==> src/rtl/pmem_arbiter.sv <==
// pmem_arbiter: round-robin arbiter between an instruction cache (read-only)
// and a data cache (read/writeback) sharing one physical-memory port.
// One transaction in flight at a time; arbitration happens only from IDLE.
module pmem_arbiter #(
  parameter int LINE_W = 128,
  parameter int ADDR_W = 16
) (
  input  logic              clk,
  input  logic              rst_n,
  // instruction cache
  input  logic              i_pmem_read,
  input  logic [ADDR_W-1:0] i_pmem_address,
  output logic [LINE_W-1:0] i_pmem_rdata,
  output logic              i_pmem_resp,
  // data cache
  input  logic              d_pmem_read,
  input  logic              d_pmem_write,
  input  logic [ADDR_W-1:0] d_pmem_address,
  input  logic [LINE_W-1:0] d_pmem_wdata,
  output logic [LINE_W-1:0] d_pmem_rdata,
  output logic              d_pmem_resp,
  // physical memory
  output logic              pmem_read,
  output logic              pmem_write,
  output logic [ADDR_W-1:0] pmem_address,
  output logic [LINE_W-1:0] pmem_wdata,
  input  logic [LINE_W-1:0] pmem_rdata,
  input  logic              pmem_resp,
  output logic              arb_busy
);

  typedef enum logic [1:0] {
    IDLE    = 2'd0,
    SERVE_I = 2'd1,
    SERVE_D = 2'd2
  } state_t;

  state_t            state_q, state_d;
  logic              last_grant_q, last_grant_d;  // 1 = D was granted last
  logic              we_q, we_d;                  // latched op: 1 = write
  logic [ADDR_W-1:0] addr_q, addr_d;
  logic [LINE_W-1:0] wdata_q, wdata_d;

  logic i_req, d_req, grant_i, grant_d;

  assign i_req = i_pmem_read;
  assign d_req = d_pmem_read | d_pmem_write;

  // Grant decision in IDLE; a tie goes to whoever was not granted last
  always_comb begin
    grant_i = 1'b0;
    grant_d = 1'b0;
    if (state_q == IDLE) begin
      if (i_req && d_req) begin
        grant_i = last_grant_q;
        grant_d = ~last_grant_q;
      end else begin
        grant_i = i_req;
        grant_d = d_req;
      end
    end
  end

  // State, round-robin pointer and transaction registers
  always_ff @(posedge clk or negedge rst_n) begin
    if (!rst_n) begin
      state_q      <= IDLE;
      last_grant_q <= 1'b1;
      we_q         <= 1'b0;
      addr_q       <= '0;
      wdata_q      <= '0;
    end else begin
      state_q      <= state_d;
      last_grant_q <= last_grant_d;
      we_q         <= we_d;
      addr_q       <= addr_d;
      wdata_q      <= wdata_d;
    end
  end

  // Next state; the request is captured at grant so later changes from the
  // requester cannot disturb the command already on the memory port
  always_comb begin
    state_d      = state_q;
    last_grant_d = last_grant_q;
    we_d         = we_q;
    addr_d       = addr_q;
    wdata_d      = wdata_q;
    case (state_q)
      IDLE: begin
        if (grant_i) begin
          state_d      = SERVE_I;
          last_grant_d = 1'b0;
          we_d         = 1'b0;
          addr_d       = i_pmem_address;
        end else if (grant_d) begin
          state_d      = SERVE_D;
          last_grant_d = 1'b1;
          we_d         = d_pmem_write;  // write wins over a simultaneous read
          addr_d       = d_pmem_address;
          wdata_d      = d_pmem_wdata;
        end
      end
      SERVE_I, SERVE_D: begin
        if (pmem_resp) state_d = IDLE;
      end
      default: state_d = IDLE;
    endcase
  end

  // Memory command and cache responses; a withdrawn request loses its resp
  always_comb begin
    pmem_read    = 1'b0;
    pmem_write   = 1'b0;
    pmem_address = addr_q;
    pmem_wdata   = wdata_q;
    i_pmem_resp  = 1'b0;
    d_pmem_resp  = 1'b0;
    arb_busy     = (state_q != IDLE);
    i_pmem_rdata = pmem_rdata;
    d_pmem_rdata = pmem_rdata;
    if (state_q == SERVE_I || state_q == SERVE_D) begin
      pmem_read  = ~we_q;
      pmem_write = we_q;
    end
    if (state_q == SERVE_I) i_pmem_resp = pmem_resp & i_req;
    if (state_q == SERVE_D) d_pmem_resp = pmem_resp & d_req;
  end

endmodule

==> config.mk <==
export PLATFORM = sky130hd
export DESIGN_NAME = pmem_arbiter
export DESIGN_NICKNAME = d
export VERILOG_FILES = /design/src/rtl/pmem_arbiter.sv
export SDC_FILE = /design/constraint.sdc
export NUM_CORES = 1
export LEC_CHECK = 0
export ABC_AREA = 1
export CAP_MARGIN = 20
export CORE_AREA = 8 8 266 268
export CTS_BUF_LIST = sky130_fd_sc_hd__clkbuf_4
export DETAILED_ROUTE_END_ITERATION = 10
export DIE_AREA = 0 0 274 276
export GPL_ROUTABILITY_DRIVEN = 0
export SLEW_MARGIN = 10
export SYNTH_ARGS = -nofsm -noshare
export SYNTH_HDL_FRONTEND = slang
export SYNTH_SLANG_ARGS = --single-unit
==> constraint.sdc <==
create_clock -name clk -period 2.8 [get_ports clk]
set_input_delay 0.42 -clock clk [delete_from_list [all_inputs] [get_ports clk]]
set_output_delay 0.42 -clock clk [all_outputs]
set_load 0.005 [all_outputs]
### Word-level counts from Yosys, hierarchy flattened

Index checks and enable logic that the tools add are counted.

* input port bits: 294
* word-level logic and storage cells: 42
* flip-flop bits (word level): 148
* output and inout port bits: 405

* reduce and logical (&&, ||, !) cells: 9
* multiplexer cells: 18
* equality and inequality tests: 4
* bitwise gates (word level): 6

Operators with widths (number)
* two-way mux 16 bit: 2
* two-way mux 1 bit: 12
* two-way mux 2 bit: 3
* case mux 2 bit (2 select lines): 1
* AND reduction 2 bit: 2
* nonzero test 2 bit: 2
* inequality test 3 bit, second input constant: 1
* NOT 1 bit: 3
* AND reduction 3 bit: 1
* AND 1 bit: 2
* equality test 2 x 1 -> 1 bit, second input constant: 1
* equality test 2 bit, second input constant: 1
* zero test 2 bit: 1
* inequality test 2 bit, second input constant: 1
* OR reduction 2 bit: 1
* logical AND 1 bit: 1
* logical OR 1 bit: 1
* OR 1 bit: 1

### Depth between registers and ports, before layout

Gate-level depths: netlist of the first run.

* depth in word-level cells: 7
* gate-level depth with buffers: 9
* mapped depth without buffers: 7

### Worst setup path before layout of the first run

Ideal clock, no wire load.

* path kind: reg-to-output
* start: reg state_q[0]
* end: out arb_busy
* path slack: 1.271 ns
* cell stages (with the launch flop): 6
* buffers on the path: 2
* required time: 2.380 ns
* data arrival time: 1.109 ns
* path through: dfrtp_1 -> inv_1 -> ha_1 -> buf_2 -> clkbuf_1 -> inv_1

* cells in the longest elaborated chain, start to end: 1

RTL lines
* start: declaration: RTL line 38 `state_t state_q, state_d;`
* start signal: assignment: RTL line 73 `state_q <= state_d;`
* nonzero test 2 bit: RTL line 119 `arb_busy = (state_q != IDLE);`
* end: declaration: RTL line 29 `output logic arb_busy`

Every way passes these cells.

### Final worst setup path of the first run

Ends and elaborated chain as after synthesis.

==> out/results.ini, run 1 <==
[status]
status = completed

[placement]
place_ws_ps = 454.5
hpwl_um = 22840
post-place-cells = 1920
io_buffer_count = 314

[synthesis]
post_synth_top_area_share = 0.4509
ys.warnings.count = 0
synth_area_mm2 = 0.008159
synth.ff_latch_count = 148
yosysSeqAreaShare = 0.4541
yosysMostFrequentCell = nand2_1
async_reset_ff_frac = 1.000
yosys-top-cells-area = dfrtp_1 (45%), buf_4 (26%), nand2_1 (20%)
dominantRegCellSynth = dfrtp_1
synth.cells.most_frequent = nand2_1 (440), buf_4 (280), dfrtp_1 (147)
postSynthAreaPerCell_um2 = 8.054
netlist_instances = 1013
synth_top_cell_by_area = dfrtp_1
synth_edf_count = 0
syn_nets = 1310
ys_types = 18

[worst_hold_path]
worst_hold_startpoint = d_pmem_wdata[90]
min_path_type = input pin to flip-flop
timing.hold.worst_endpoint = pmem_wdata[90]$_DFFE_PN0P_
hold-path-cell-count = 3

[floorplanning]
num_rows = 95
floorplan.io_pins = 699
floorplan.die.width_um = 274
fp.coreArea_mm2 = 0.06656
initial_core_utilization = 0.1226
dieArea_mm2 = 0.07562
die_y_um = 276

[setup_path]
rr_worst_depth = 7
cpMostUsedCell = inv_1
timing.critical_path.from_type = flip-flop
path_class = flip-flop to primary output
worst_path_largest_cell_delay_ps = 440
critPathRequiredTime_ps = 2380
slowest_stage = clkdlybuf4s50_1
crit_path_end_kind = primary output
r2r_start = state_q[0]$_DFFE_PN0P_
critical_path_cell_sequence = inv_1 -> ha_2 -> buf_12 -> inv_1 -> clkdlybuf4s50_1
critical_path.max_fanout = 35
worst_r2r_endpoint = pmem_address[4]$_DFFE_PN0P_
cp.arrival_ps = 2160
r2r_slack_ps = 970

[pwr]
seqPwrFrac = 0.363
power.share.switching = 0.3848
leakagePower_nw = 5.040
power.density_cell_area_mw_per_mm2 = 974.1
power.ir.vdd_worst_uv = 480.6
share_of_total_power_in_the_clock_network = 0.132
cellInternalPower_mw = 6.420
net_switching_power_mw = 4.016
power.combinational.fraction = 0.505

[run]
drv.max_cap_violation_count = 0

[global_route]
first_global_vias = 6784
gr-usage-all-layers = 0.07771
first_pass_grt_wire_length_um = 43580
antenna_found_initial = 6
grt-ovfl-total = 0
grt_start_max_net_pins = 74

[clocking]
tritoncts.num_buffers = 17
worstSkewPairLatency_ps = 670
clock_tree_from_tritoncts = done
clock_sink_count = 148
cts_buffer_depth = 2
cts.htree.levels = 4
clock_tree.root_cell = clkbuf_4
clk_transition_reported_paths_ps = 150

[sta]
final_min_period_ps = 2580
fmax_ghz = 0.3876
worst_slew_margin_rel = 0.5505
timing.final.crit_share = 0.9213
worst_pin_slew_ps = 674.3
final_hold_viol_count = 0
slew_viol_final = 0
setup-violations-final = 0
minimum_setup_slack_in_the_final_design_ps = 220.3
skew_ps = 31.16

[cells_and_area]
layout.cells.non_filler = 1963
area.growth.synth_to_final_pct = 31.31
fin_nets = 1366
fillCellCount = 7546
post_route_cells_drive_above_1_share = 0.05088

[route]
initial_detailed_routing_violation_count = 175
vias_per_cell = 3.200
detail_route.wl_per_cell_um = 15.32
wl_um = 30070
drt_pass1_iterations = 4
detail_route.drc_violations = 0
vias = 6281
detail-route-antenna-nets = 0

[worst max-delay path, delay by kind of cell, from the launching register on]
kind,cells,cell delay (ps)
adders and majority gates,1,260
DFF,1,410
buffers and inverters,4,810
[through the flow]
stage / util / total power [mW] / area (um^2) / hold slack, ps / TNS, ps
floorplan: - / 6.286 / 8159 / 124.4 / 0
global placement: 0.1563 / 9.147 / 10410 / 461.4 / 0
detailed placement: 0.1563 / 9.174 / 10410 / 464.2 / 0
CTS: 0.1606 / 10.76 / 10690 / 72.62 / 0
global route: 0.1609 / 11.44 / 10710 / 115.4 / -11.53
finish: 0.1610 / 10.44 / 10710 / 261.5 / 0
[placed cells by master, fill, tap and decap left out, types with 2 or more instances in the layout]
cell type / n
nand2_1: 440
clkdlybuf4s50_1: 312
dfrtp_1: 147
inv_1: 59
nand3_1: 36
clkbuf_4: 18
nand4_1: 16
buf_4: 12
diode_2: 9
buf_12: 6
nor2_1: 5
o21ai_0: 4
clkinv_4: 4
clkinv_2: 3
nand2_2: 2
ha_1: 2
clkinvlp_4: 2
clkinv_1: 2
[metal layers]
metal / routed length, um / global-route usage / vias to the layer above
met4: 2256 / 0.06796 / 4
met5: 102 / 0.009204 / -
met2: 12120 / 0.1078 / 468
li1: - / - / 2907
met3: 4065 / 0.04575 / 161
met1: 11530 / 0.08163 / 2741
[how the worst max path moves through the flow]
| stage | start | end | slack (ps) | cells after the start |
|---|---|---|---|---|
| floorplan | state_q[0]$_DFFE_PN0P_ | arb_busy | 1270 | 5 |
| global placement | d_pmem_write | pmem_address[3]$_DFFE_PN0P_ | 490 | 8 |
| detailed placement | d_pmem_write | pmem_address[3]$_DFFE_PN0P_ | 450 | 8 |
| CTS | state_q[0]$_DFFE_PN0P_ | arb_busy | 30 | 5 |
| global route | state_q[0]$_DFFE_PN0P_ | arb_busy | -10 | 5 |
| finish | state_q[0]$_DFFE_PN0P_ | arb_busy | 220 | 5 |
[kinds of logic (layout without fill, tap and decap cells)]
family | after synthesis | in the layout | synth area share
other | 0 | 9 | 0
adder cells (fa/ha/maj) | 3 | 3 | 0.004601
flip-flops | 148 | 148 | 0.4541
buffers and inverters | 356 | 424 | 0.2950
AND/OR/NAND/NOR | 501 | 501 | 0.2432
AO/OA/AOI/OAI | 5 | 5 | 0.003067
[sequential cells by signal (all words and copies together) (netlist names)]
register / count
pmem_wdata: 128
we_q: 1
state_q: 2
last_grant_q: 1
pmem_address: 16
[power groups by stage]
stage          clock network (mW)  registers (mW)  logic, mW
2_1_floorplan                   0            3.85       2.44
3_3_place_gp                    0            3.84       5.31
3_5_place_dp                    0            3.81       5.36
4_1_cts                      1.53            3.81       5.42
5_1_grt                      1.60            3.94       5.90
6_report                     1.38            3.79       5.27
[what timing repair did]
item                       CTS  global route
hold buffers                 1             0
gates resized for setup      5             0
setup endpoints to repair    2             0
setup buffers                2             0
hold endpoints to repair    56             0
[final cells by class]
class                   instances  area (um^2)  share of cell area
flip-flops and latches        148         3705              0.3458
repair buffers                333         3363              0.3139
multi-input cells             509         2057              0.1920
well taps                     873         1092              0.1020
inverters                      60        227.7             0.02125
clock buffers                  18        135.1             0.01261
clock inverters                13        111.4             0.01039
diodes                          9        22.52            0.002102
Power figures use the tool's default switching activity.
==> inputs of run 2 (changes only) <==
PLACE_DENSITY_LB_ADDON = 0.15   (was default)
RECOVER_POWER = 50   (was default)
==> run 2 against run 1 <==
Against the previous run: the run now ends with capacitance limit, slew limit left; critical path depth unchanged; total power increased by 3.3%; largest power group unchanged; largest cell class unchanged; clock power grew 14%; clock skew fell by 1.4 ps; non-clock buffer count shrank 3; critical path type unchanged; register-to-register slack lost 150 ps.
==> out/results.ini, run 2 (same netlist as run 1, synthesis figures left out) <==
[cells_and_area]
layout_commonest_cell = nand2_1
final_core_utilization = 0.1608
fin_nets = 1363
mostFrequentLayoutCells = nand2_1 (440), clkdlybuf4s50_1 (313), dfrtp_1 (147)
area.growth.synth_to_final_pct = 31.16
post_route_cells_drive_above_1_share = 0.04819
flip_flop_count_of_the_largest_register_all_copies_and_words_added = 128
post_route_standard_cell_area_excluding_fillers_mm2 = 0.01070

[floorplanning]
floorplan.die.width_um = 274
fp.coreArea_mm2 = 0.06656
initial_core_utilization = 0.1226
die_y_um = 276
floorplan.io_pins = 699
dieArea_mm2 = 0.07562
num_rows = 95

[route]
detail-route-antenna-nets = 0
detail_route.drc_violations = 0
vias_per_cell = 3.144
drt_pass1_iterations = 6
detail_route.wl_per_cell_um = 18.17
vias = 6150
initial_detailed_routing_violation_count = 271
wl_um = 35550

[setup_path]
path_class = flip-flop to primary output
timing.critical_path.from_type = flip-flop
worst_path_largest_cell_delay_ps = 520
cp_top_family = buffers and inverters
cp.arrival_ps = 2130
path_buf_inv = 3
critical_path_cell_sequence = inv_1 -> ha_1 -> inv_1 -> nor2_1 -> clkdlybuf4s50_1
cpMostUsedCell = inv_1
slowest_stage = clkdlybuf4s50_1
critical_path.max_fanout = 4
crit_path_end_kind = primary output
critPathRequiredTime_ps = 2380

[pwr]
net_switching_power_mw = 4.253
leakagePower_nw = 5.027
power.density_cell_area_mw_per_mm2 = 1007
power.share.switching = 0.3946
power.ir.vdd_worst_uv = 263.4
fin_total_pwr_mw = 10.78
power.combinational.fraction = 0.506
seqPwrFrac = 0.349
share_of_total_power_in_the_clock_network = 0.145
cellInternalPower_mw = 6.525

[sta]
final_min_period_ps = 2546
skew_ps = 29.77
setup_repair_after_global_routing_missed_its_margin = no
fin_setup_tns_ps = 0
setup-violations-final = 0
worst_pin_slew_ps = 1828
slew_viol_final = 59
timing.final.crit_share = 0.9091
final_hold_viol_count = 0
fmax_ghz = 0.3928
fin_worst_hold_slack_ps = 246.3
worst_slew_margin_rel = -0.2189

[placement]
io_buffer_count = 314
hpwl_um = 27020
place_area_mm2 = 0.01040

[clocking]
tritoncts.num_buffers = 17
clock_tree.root_cell = clkbuf_4
cts_buffer_depth = 2
clock_tree_from_tritoncts = done
clock_sink_count = 148
worstSkewPairLatency_ps = 680
clk_transition_reported_paths_ps = 170
ctsResizeCount = 0
post_cts.repair.setup_buffers = 0
cts.htree.levels = 4

[global_route]
first_global_vias = 6561
grt_util_met1 = 0.09427
grt_util_met2 = 0.1409
antenna_found_initial = 6
grt.busiest_layer = met2
grt.met3_usage = 0.05956
grt-ovfl-total = 0
first_pass_grt_wire_length_um = 49850
grt_start_max_net_pins = 73
gr-usage-all-layers = 0.09179

[status]
status = finished, violations left
failing_checks = capacitance limit, slew limit

[run]
drv.max_cap_violation_count = 1

[worst_hold_path]
min_path_type = input pin to flip-flop

## run 2: cell count changes in the layout (fill, tap and decap cells not counted), sizes merged, moves of 2 or more
cell      previous run  this run
buf                 19        12
clkbuf              18        21
clkinv               9         3
clkinvlp             2         4
diode                9         4
inv                 61        66
## run 2: timing repair
action,4_1_cts,5_1_grt
setup endpoints to repair,0,0
hold buffers,1,0
endpoints found under the hold margin,54,0
## run 2: layout make-up
| type | count | area [um^2] |
|---|---|---|
| multi-input cells | 509 | 2054 |
| diodes | 4 | 10.01 |
| well taps | 873 | 1092 |
| clock inverters | 15 | 171.4 |
| inverters | 60 | 227.7 |
| flip-flops and latches | 148 | 3705 |
| repair buffers | 330 | 3313 |
| fillers | 7536 | 55860 |
| clock buffers | 17 | 127.6 |
## run 2: metrics by stage
stage | std cells | worst slack (ps)
global route | 1955 | 21.16
global placement | 1919 | 600.9
floorplan | 1013 | 1271
CTS | 1952 | 44.65
detailed placement | 1919 | 570.2
finish | 1956 | 254.5
## run 2: tightest hold or removal path, cell delays in order
cell and delay [ps]:
clkdlybuf4s50_1 400, nand2_1 60, nand2_1 40
## run 2: path summary, 6_finish.rpt
| check | from | endpoint | slack (ps) | depth (start not counted) |
|---|---|---|---|---|
| worst min register to register | pmem_wdata[72]$_DFFE_PN0P_ | pmem_wdata[72]$_DFFE_PN0P_ | 500 | 2 |
| min in group asynchronous | rst_n | pmem_wdata[112]$_DFFE_PN0P_ | 720 | 2 |
| worst min-delay path | d_pmem_wdata[71] | pmem_wdata[71]$_DFFE_PN0P_ | 250 | 3 |
| max in group asynchronous | rst_n | pmem_wdata[15]$_DFFE_PN0P_ | 610 | 3 |
| worst max register to register | state_q[0]$_DFFE_PN0P_ | pmem_address[12]$_DFFE_PN0P_ | 820 | 9 |
| worst max-delay path | state_q[0]$_DFFE_PN0P_ | pmem_read | 250 | 5 |
## run 2: metal layers
metal / part of all wire / wire (um)
met5: 0.0018 / 64
met4: 0.052 / 1844
met3: 0.13 / 4578
met2: 0.45 / 16040
met1: 0.37 / 13020
## run 2: power by group through the flow
stage	sequential (mW)	combinational [mW]	clock, mW
global route	3.91	6.13	1.78
global placement	3.80	5.72	0
floorplan	3.85	2.44	0
finish	3.76	5.45	1.57
detailed placement	3.80	5.68	0
CTS	3.78	5.70	1.73
